===== src/rtl/sti_dac_sched_if.sv =====
// sti_dac_sched_if: host command / STI_DAC control bundle for the scheduler.
// Ports: cmd_valid/cmd_ready/cmd_data host push, end_req/done end handshake,
//        fifo_count/tx_count status, load/pi_*/pi_end/oem_finish to/from STI_DAC.
interface sti_dac_sched_if #(
  parameter int DEPTH = 4
);
  logic                     cmd_valid;
  logic                     cmd_ready;
  logic [20:0]              cmd_data;
  logic                     end_req;
  logic                     done;
  logic [$clog2(DEPTH):0]   fifo_count;
  logic [15:0]              tx_count;
  logic                     load;
  logic [15:0]              pi_data;
  logic [1:0]               pi_length;
  logic                     pi_fill;
  logic                     pi_msb;
  logic                     pi_low;
  logic                     pi_end;
  logic                     oem_finish;

  // Host / STI_DAC side: drives commands, end request and finish status.
  modport master (
    output cmd_valid, cmd_data, end_req, oem_finish,
    input  cmd_ready, done, fifo_count, tx_count,
    input  load, pi_data, pi_length, pi_fill, pi_msb, pi_low, pi_end
  );

  // Scheduler side.
  modport slave (
    input  cmd_valid, cmd_data, end_req, oem_finish,
    output cmd_ready, done, fifo_count, tx_count,
    output load, pi_data, pi_length, pi_fill, pi_msb, pi_low, pi_end
  );
endinterface


===== src/rtl/sti_dac_sched.sv =====
// sti_dac_sched: buffers host conversion commands and issues them to STI_DAC as
// one-cycle loads spaced by the transmit busy time (8*(length+1) cycles); on an
// end request it drains, pulses pi_end and reports done after oem_finish.
// Ports: clk, reset (async, active-high), bus (sti_dac_sched_if.slave).
module sti_dac_sched #(
  parameter int DEPTH = 4
) (
  input  logic           clk,
  input  logic           reset,
  sti_dac_sched_if.slave bus
);
  localparam int AW = $clog2(DEPTH);
  localparam int CW = AW + 1;

  typedef enum logic [2:0] {
    S_IDLE,
    S_BUSY,
    S_DRAIN,
    S_END,
    S_WAIT_FIN,
    S_DONE
  } state_t;

  state_t        state, state_nxt;

  // Command FIFO storage and bookkeeping.
  logic [20:0]   mem [DEPTH];
  logic [AW-1:0] wr_ptr, rd_ptr;
  logic [CW-1:0] count;
  logic [20:0]   head;
  logic          push, pop;

  logic          end_pending;
  logic [5:0]    busy_cnt, busy_cnt_nxt;
  logic [1:0]    drain_cnt, drain_cnt_nxt;
  logic          load_nxt, pi_end_nxt, done_nxt;

  assign head           = mem[rd_ptr];
  assign bus.cmd_ready  = (count < CW'(DEPTH)) && !end_pending;
  assign push           = bus.cmd_valid && bus.cmd_ready;
  assign bus.fifo_count = count;

  // ---------------------------------------------------------------- FIFO
  always_ff @(posedge clk or posedge reset) begin
    if (reset) begin
      wr_ptr <= '0;
      rd_ptr <= '0;
      count  <= '0;
    end else begin
      if (push) wr_ptr <= wr_ptr + AW'(1);
      if (pop)  rd_ptr <= rd_ptr + AW'(1);
      unique case ({push, pop})
        2'b10:   count <= count + CW'(1);
        2'b01:   count <= count - CW'(1);
        default: count <= count;
      endcase
    end
  end

  // Storage needs no reset: entries are only read after being written.
  always_ff @(posedge clk) begin
    if (push) mem[wr_ptr] <= bus.cmd_data;
  end

  // ------------------------------------------------------ FSM next state
  always_comb begin
    state_nxt     = state;
    busy_cnt_nxt  = busy_cnt;
    drain_cnt_nxt = drain_cnt;
    pop           = 1'b0;
    load_nxt      = 1'b0;
    pi_end_nxt    = 1'b0;
    done_nxt      = bus.done;

    unique case (state)
      S_IDLE: begin
        // Queued commands always go out before the end sequence starts.
        if (count != '0) begin
          pop          = 1'b1;
          load_nxt     = 1'b1;
          busy_cnt_nxt = {1'b0, head[20:19], 3'b000} + 6'd8;
          state_nxt    = S_BUSY;
        end else if (end_pending) begin
          drain_cnt_nxt = 2'd2;
          state_nxt     = S_DRAIN;
        end
      end
      S_BUSY: begin
        // Load cycle plus N-1 BUSY cycles plus one IDLE cycle puts the next
        // load exactly N+1 cycles after the previous one.
        if (busy_cnt == 6'd1) begin
          state_nxt = S_IDLE;
        end else begin
          busy_cnt_nxt = busy_cnt - 6'd1;
        end
      end
      S_DRAIN: begin
        // Three cycles for the so_data/oem pipeline to empty.
        if (drain_cnt == 2'd0) begin
          pi_end_nxt = 1'b1;
          state_nxt  = S_END;
        end else begin
          drain_cnt_nxt = drain_cnt - 2'd1;
        end
      end
      S_END: begin
        state_nxt = S_WAIT_FIN;
      end
      S_WAIT_FIN: begin
        if (bus.oem_finish) state_nxt = S_DONE;
      end
      S_DONE: begin
        done_nxt = 1'b1;
      end
      default: begin
        state_nxt = S_IDLE;
      end
    endcase
  end

  // ------------------------------------------------ FSM state and outputs
  always_ff @(posedge clk or posedge reset) begin
    if (reset) begin
      state         <= S_IDLE;
      busy_cnt      <= '0;
      drain_cnt     <= '0;
      end_pending   <= 1'b0;
      bus.load      <= 1'b0;
      bus.pi_end    <= 1'b0;
      bus.done      <= 1'b0;
      bus.pi_data   <= '0;
      bus.pi_length <= '0;
      bus.pi_fill   <= 1'b0;
      bus.pi_msb    <= 1'b0;
      bus.pi_low    <= 1'b0;
      bus.tx_count  <= '0;
    end else begin
      state      <= state_nxt;
      busy_cnt   <= busy_cnt_nxt;
      drain_cnt  <= drain_cnt_nxt;
      bus.load   <= load_nxt;
      bus.pi_end <= pi_end_nxt;
      bus.done   <= done_nxt;
      if (bus.end_req) end_pending <= 1'b1;
      // pi_* only change on a pop, so they stay put for the whole busy time.
      if (pop) begin
        bus.pi_data   <= head[15:0];
        bus.pi_low    <= head[16];
        bus.pi_msb    <= head[17];
        bus.pi_fill   <= head[18];
        bus.pi_length <= head[20:19];
        bus.tx_count  <= bus.tx_count + 16'd1;
      end
    end
  end

endmodule


===== src/flat_wrapper.sv =====
// flat-port wrapper written by rule: the top's interface ports become plain ports
module sti_dac_sched_flat 
#(
  parameter int DEPTH = 4
)
  (clk, reset, bus_cmd_valid, bus_cmd_data, bus_end_req, bus_oem_finish, bus_cmd_ready, bus_done, bus_fifo_count, bus_tx_count, bus_load, bus_pi_data, bus_pi_length, bus_pi_fill, bus_pi_msb, bus_pi_low, bus_pi_end);
  sti_dac_sched_if #(.DEPTH(DEPTH)) bus_i ();
  input  logic clk;
  input  logic reset;
  input wire logic [$bits(bus_i.cmd_valid)-1:0] bus_cmd_valid;
  input wire logic [$bits(bus_i.cmd_data)-1:0] bus_cmd_data;
  input wire logic [$bits(bus_i.end_req)-1:0] bus_end_req;
  input wire logic [$bits(bus_i.oem_finish)-1:0] bus_oem_finish;
  output wire logic [$bits(bus_i.cmd_ready)-1:0] bus_cmd_ready;
  output wire logic [$bits(bus_i.done)-1:0] bus_done;
  output wire logic [$bits(bus_i.fifo_count)-1:0] bus_fifo_count;
  output wire logic [$bits(bus_i.tx_count)-1:0] bus_tx_count;
  output wire logic [$bits(bus_i.load)-1:0] bus_load;
  output wire logic [$bits(bus_i.pi_data)-1:0] bus_pi_data;
  output wire logic [$bits(bus_i.pi_length)-1:0] bus_pi_length;
  output wire logic [$bits(bus_i.pi_fill)-1:0] bus_pi_fill;
  output wire logic [$bits(bus_i.pi_msb)-1:0] bus_pi_msb;
  output wire logic [$bits(bus_i.pi_low)-1:0] bus_pi_low;
  output wire logic [$bits(bus_i.pi_end)-1:0] bus_pi_end;
  assign bus_i.cmd_valid = bus_cmd_valid;
  assign bus_i.cmd_data = bus_cmd_data;
  assign bus_i.end_req = bus_end_req;
  assign bus_i.oem_finish = bus_oem_finish;
  assign bus_cmd_ready = bus_i.cmd_ready;
  assign bus_done = bus_i.done;
  assign bus_fifo_count = bus_i.fifo_count;
  assign bus_tx_count = bus_i.tx_count;
  assign bus_load = bus_i.load;
  assign bus_pi_data = bus_i.pi_data;
  assign bus_pi_length = bus_i.pi_length;
  assign bus_pi_fill = bus_i.pi_fill;
  assign bus_pi_msb = bus_i.pi_msb;
  assign bus_pi_low = bus_i.pi_low;
  assign bus_pi_end = bus_i.pi_end;
  sti_dac_sched #(.DEPTH(DEPTH)) u_core (.clk(clk), .reset(reset), .bus(bus_i));
endmodule

===== config.mk =====
export PLATFORM = sky130hd
export DESIGN_NAME = sti_dac_sched_flat
export DESIGN_NICKNAME = d
export VERILOG_FILES = /design/src/rtl/sti_dac_sched_if.sv /design/src/rtl/sti_dac_sched.sv /design/src/flat_wrapper.sv
export SDC_FILE = /design/constraint.sdc
export NUM_CORES = 1
export LEC_CHECK = 0
export CAP_MARGIN = 10
export CELL_PAD_IN_SITES_DETAIL_PLACEMENT = 2
export CELL_PAD_IN_SITES_GLOBAL_PLACEMENT = 2
export CORE_MARGIN = 2
export CORE_UTILIZATION = 39
export CTS_CLUSTER_DIAMETER = 60
export DETAILED_ROUTE_END_ITERATION = 7
export PLACE_DENSITY = 0.86
export SETUP_SLACK_MARGIN = 0.15
export SYNTH_ARGS = -nofsm -noshare
export SYNTH_HDL_FRONTEND = slang
export SYNTH_SLANG_ARGS = --single-unit

===== constraint.sdc =====
create_clock -name clk -period 3.28 [get_ports clk]
set_clock_uncertainty 0.05 [all_clocks]
set_input_delay 0.656 -clock clk [delete_from_list [all_inputs] [get_ports clk]]
set_output_delay 0.656 -clock clk [all_outputs]
set_load 0.1 [all_outputs]

==> impl_metrics.json <==
{
  "status": "completed",
  "dr_total_vias": 3424,
  "syn_area_um2": 5690,
  "syn_to_final_growth_pct": 24.1,
  "peakVddDrop_mv": 0.409,
  "clk_transition_reported_paths_ps": 60,
  "timing.critical_path.arrival_ps": 2530,
  "crit_fanout": 5,
  "synth_sequential_area_ratio": 0.702,
  "cell_variety_after_synth": 43,
  "routed_wirelength_um": 14100,
  "finalHoldWorstSlack_ps": 428,
  "dieWidth_um": 125,
  "met1Wirelength_um": 5660,
  "yosys.area.top_type": "edfxtp_1",
  "clock_tree.htree_level_count": 4,
  "drt_via_density": 5.19,
  "clk-insertion-delay-late_ps": 430,
  "place_congestion": 0.715,
  "slew-limit-headroom": 0.454,
  "timing_worst_slew_pin_value_ps": 811,
  "final.period_utilization": 0.681,
  "dp.cells": 628,
  "number_of_flops_mapped_to_enable_cells_by_yosys": 84,
  "design.portCount": 70,
  "number_of_storage_elements_in_the_synthesis_netlist": 143,
  "cts_stage_hold_buffer_count": 0,
  "synthFlopType": "edfxtp_1",
  "grt_antenna_before_repair": 0,
  "placementRows": 44,
  "largest_net_degree_at_the_start_of_global_routing": 34,
  "initial_core_util": 0.395,
  "report.final.setup_viol": 0,
  "violation_count_after_the_first_detailed_routing_iteration": 145,
  "timing.max_cap.violations": 0,
  "drc": 0,
  "met2RoutedLength_um": 7840,
  "final_antenna_net_count": 0,
  "cts_repair_resize_count": 0,
  "finalHoldViolations": 0,
  "die_height_um": 125,
  "globalRouteTotalUtil": 0.195,
  "final_cell_count_no_fill": 660,
  "synth_top_area_frac": 0.443,
  "dp_slack_ps": 658,
  "highest-signal-layer": "met4",
  "critPathLaunchType": "flop",
  "async_reset_ff_frac": 0.413,
  "post-route-util": 0.490,
  "post_synth.cell_area_avg_um2": 15.1,
  "synth_commonest_cells": "84 x edfxtp_1, 78 x nand2_1, 59 x dfrtp_1",
  "cts-root-to-sink-buffers": 2,
  "placedInstanceArea_um2": 6520,
  "numCtsBuffers": 17,
  "yosys-top-cells-area": "edfxtp_1 44%, dfrtp_1 26%, mux4_2 8.3%",
  "grt_pass1_vias": 4009,
  "dp_hpwl_um": 9480,
  "worst_setup_path_end_kind": "flop",
  "route.met3.wl_um": 349,
  "tritoncts": "yes",
  "timing_worst_setup_path_type": "flop to flop",
  "p_leak_nw": 2.92,
  "cts.sinks": 143,
  "total_power_per_unit_cell_area_nw_per_um2": 536,
  "post-route-worst-setup-slack_ps": 1050,
  "yosys.cell_count.top_type": "edfxtp_1",
  "numPortBuffers": 69,
  "global_route_wire_length_before_repair_um": 22900,
  "syn-instance-count": 378,
  "cts.root.buffer_cell": "clkbuf_16",
  "maxClockFrequency_mhz": 448,
  "tns_ps": 0,
  "globalRouteOverflowTotal": 0,
  "final_period_minus_worst_setup_slack_ps": 2230,
  "synth.net_count": 415,
  "routed_wire_length_per_instance_um": 21.4,
  "drt-pass1-iter-count": 4,
  "yosys_warnings": 0,
  "num-nets-final": 500,
  "timing.final.max_slew_violations": 0,
  "hold_crit_path_type": "flop to flop",
  "timing.critical_path.required_ps": 3580,
  "post_route_cells_drive_above_1_share": 0.244,
  "timing.reg2reg.setup_slack_ps": 1050,
  "dieArea_um2": 15600,
  "overall_power_mw": 3.79,
  "rsz_0062_raised_after_global_routing": "false",
  "coreArea_um2": 14400,
  "post-cts-setup-buffers": 0,
  "num_antenna_cells": 0,
  "final_design_area_no_fill_um2": 7060
}
[cell usage in the layout, fill, tap and decap left out, types with 2 or more instances in the layout]
master           count
ha_1                10
clkbuf_16           17
nor3b_1              2
inv_6                4
nand2_1             78
dfrtp_1             59
clkdlybuf4s50_1     25
edfxtp_1            84
xor2_1               7
mux4_2              21
a21o_1               3
inv_2                2
xnor2_1             14
o21ai_0              5
nand3_1             10
and3_1               8
nand4_1              5
o211ai_1             2
mux2i_1              2
clkinv_4             5
nor2_1              12
a31oi_1              2
nor3_1               5
buf_4               54
inv_1                7
clkinvlp_4           3
a21oi_1              7
or3b_2               2
nor4_1               2
[metal layers]
layer	up-vias	global-route usage
met5	-	0
met4	0	0.0804
met3	19	0.0314
met2	61	0.354
met1	1797	0.231
li1	1547	-
[kinds of logic after synthesis]
group	after synthesis	synth area share
xor gates and xnor gates	21	0.0323
AOI/OAI and AO/OA	22	0.0248
adders and majority gates	11	0.0255
muxes	24	0.0886
and+or+nand+nor	135	0.109
buffers and inverters	22	0.0169
DFF	143	0.702
[layout make-up]
cell class	instances	area, um^2
Fill cell	1354	7360
Tap cell	184	230
Clock buffer	18	429
Clock inverter	14	110
Multi-Input combinational cell	213	1610
Inverter	9	33.8
Sequential cell	143	4000
Timing Repair Buffer	79	656
[power breakdown]
part	switching, mW	total [mW]	internal [mW]
clock	0.781	1.75	0.974
sequential	0.00836	1.92	1.91
combinational	0.0695	0.112	0.0423
[critical path: stages, from the launching register on]
cell     delay [ps]
dfrtp_1         450
or3_1           440
nand2_1         130
inv_2            50
ha_1            220
fa_1            380
xnor2_1         140
nor2_1          130
xor2_1          170
[final timing paths]
path / startpoint / depth (start not counted) / to
worst max register to register: u_core.bus.fifo_count[0] / 8 / u_core.bus.fifo_count[2]
worst min-delay path: u_core.bus.pi_fill / 2 / u_core.bus.pi_fill
worst min register to register: u_core.bus.pi_fill / 2 / u_core.bus.pi_fill
max in group asynchronous: reset / 3 / u_core.bus.tx_count[7]
worst max-delay path: u_core.bus.fifo_count[0] / 8 / u_core.bus.fifo_count[2]
min in group asynchronous: reset / 2 / u_core.bus.fifo_count[1]
[state kept, by name, indices dropped and copies added, names as in the netlist, 2 cells and up]
name,flops
u_core.bus.pi_length,2
u_core.bus.fifo_count,3
u_core.bus.pi_data,16
u_core.rd_ptr,2
u_core.state,3
u_core.wr_ptr,2
u_core.drain_cnt,2
u_core.busy_cnt,6
u_core.mem,84
u_core.bus.tx_count,16
No activity file was read; power rests on OpenSTA's default activity.
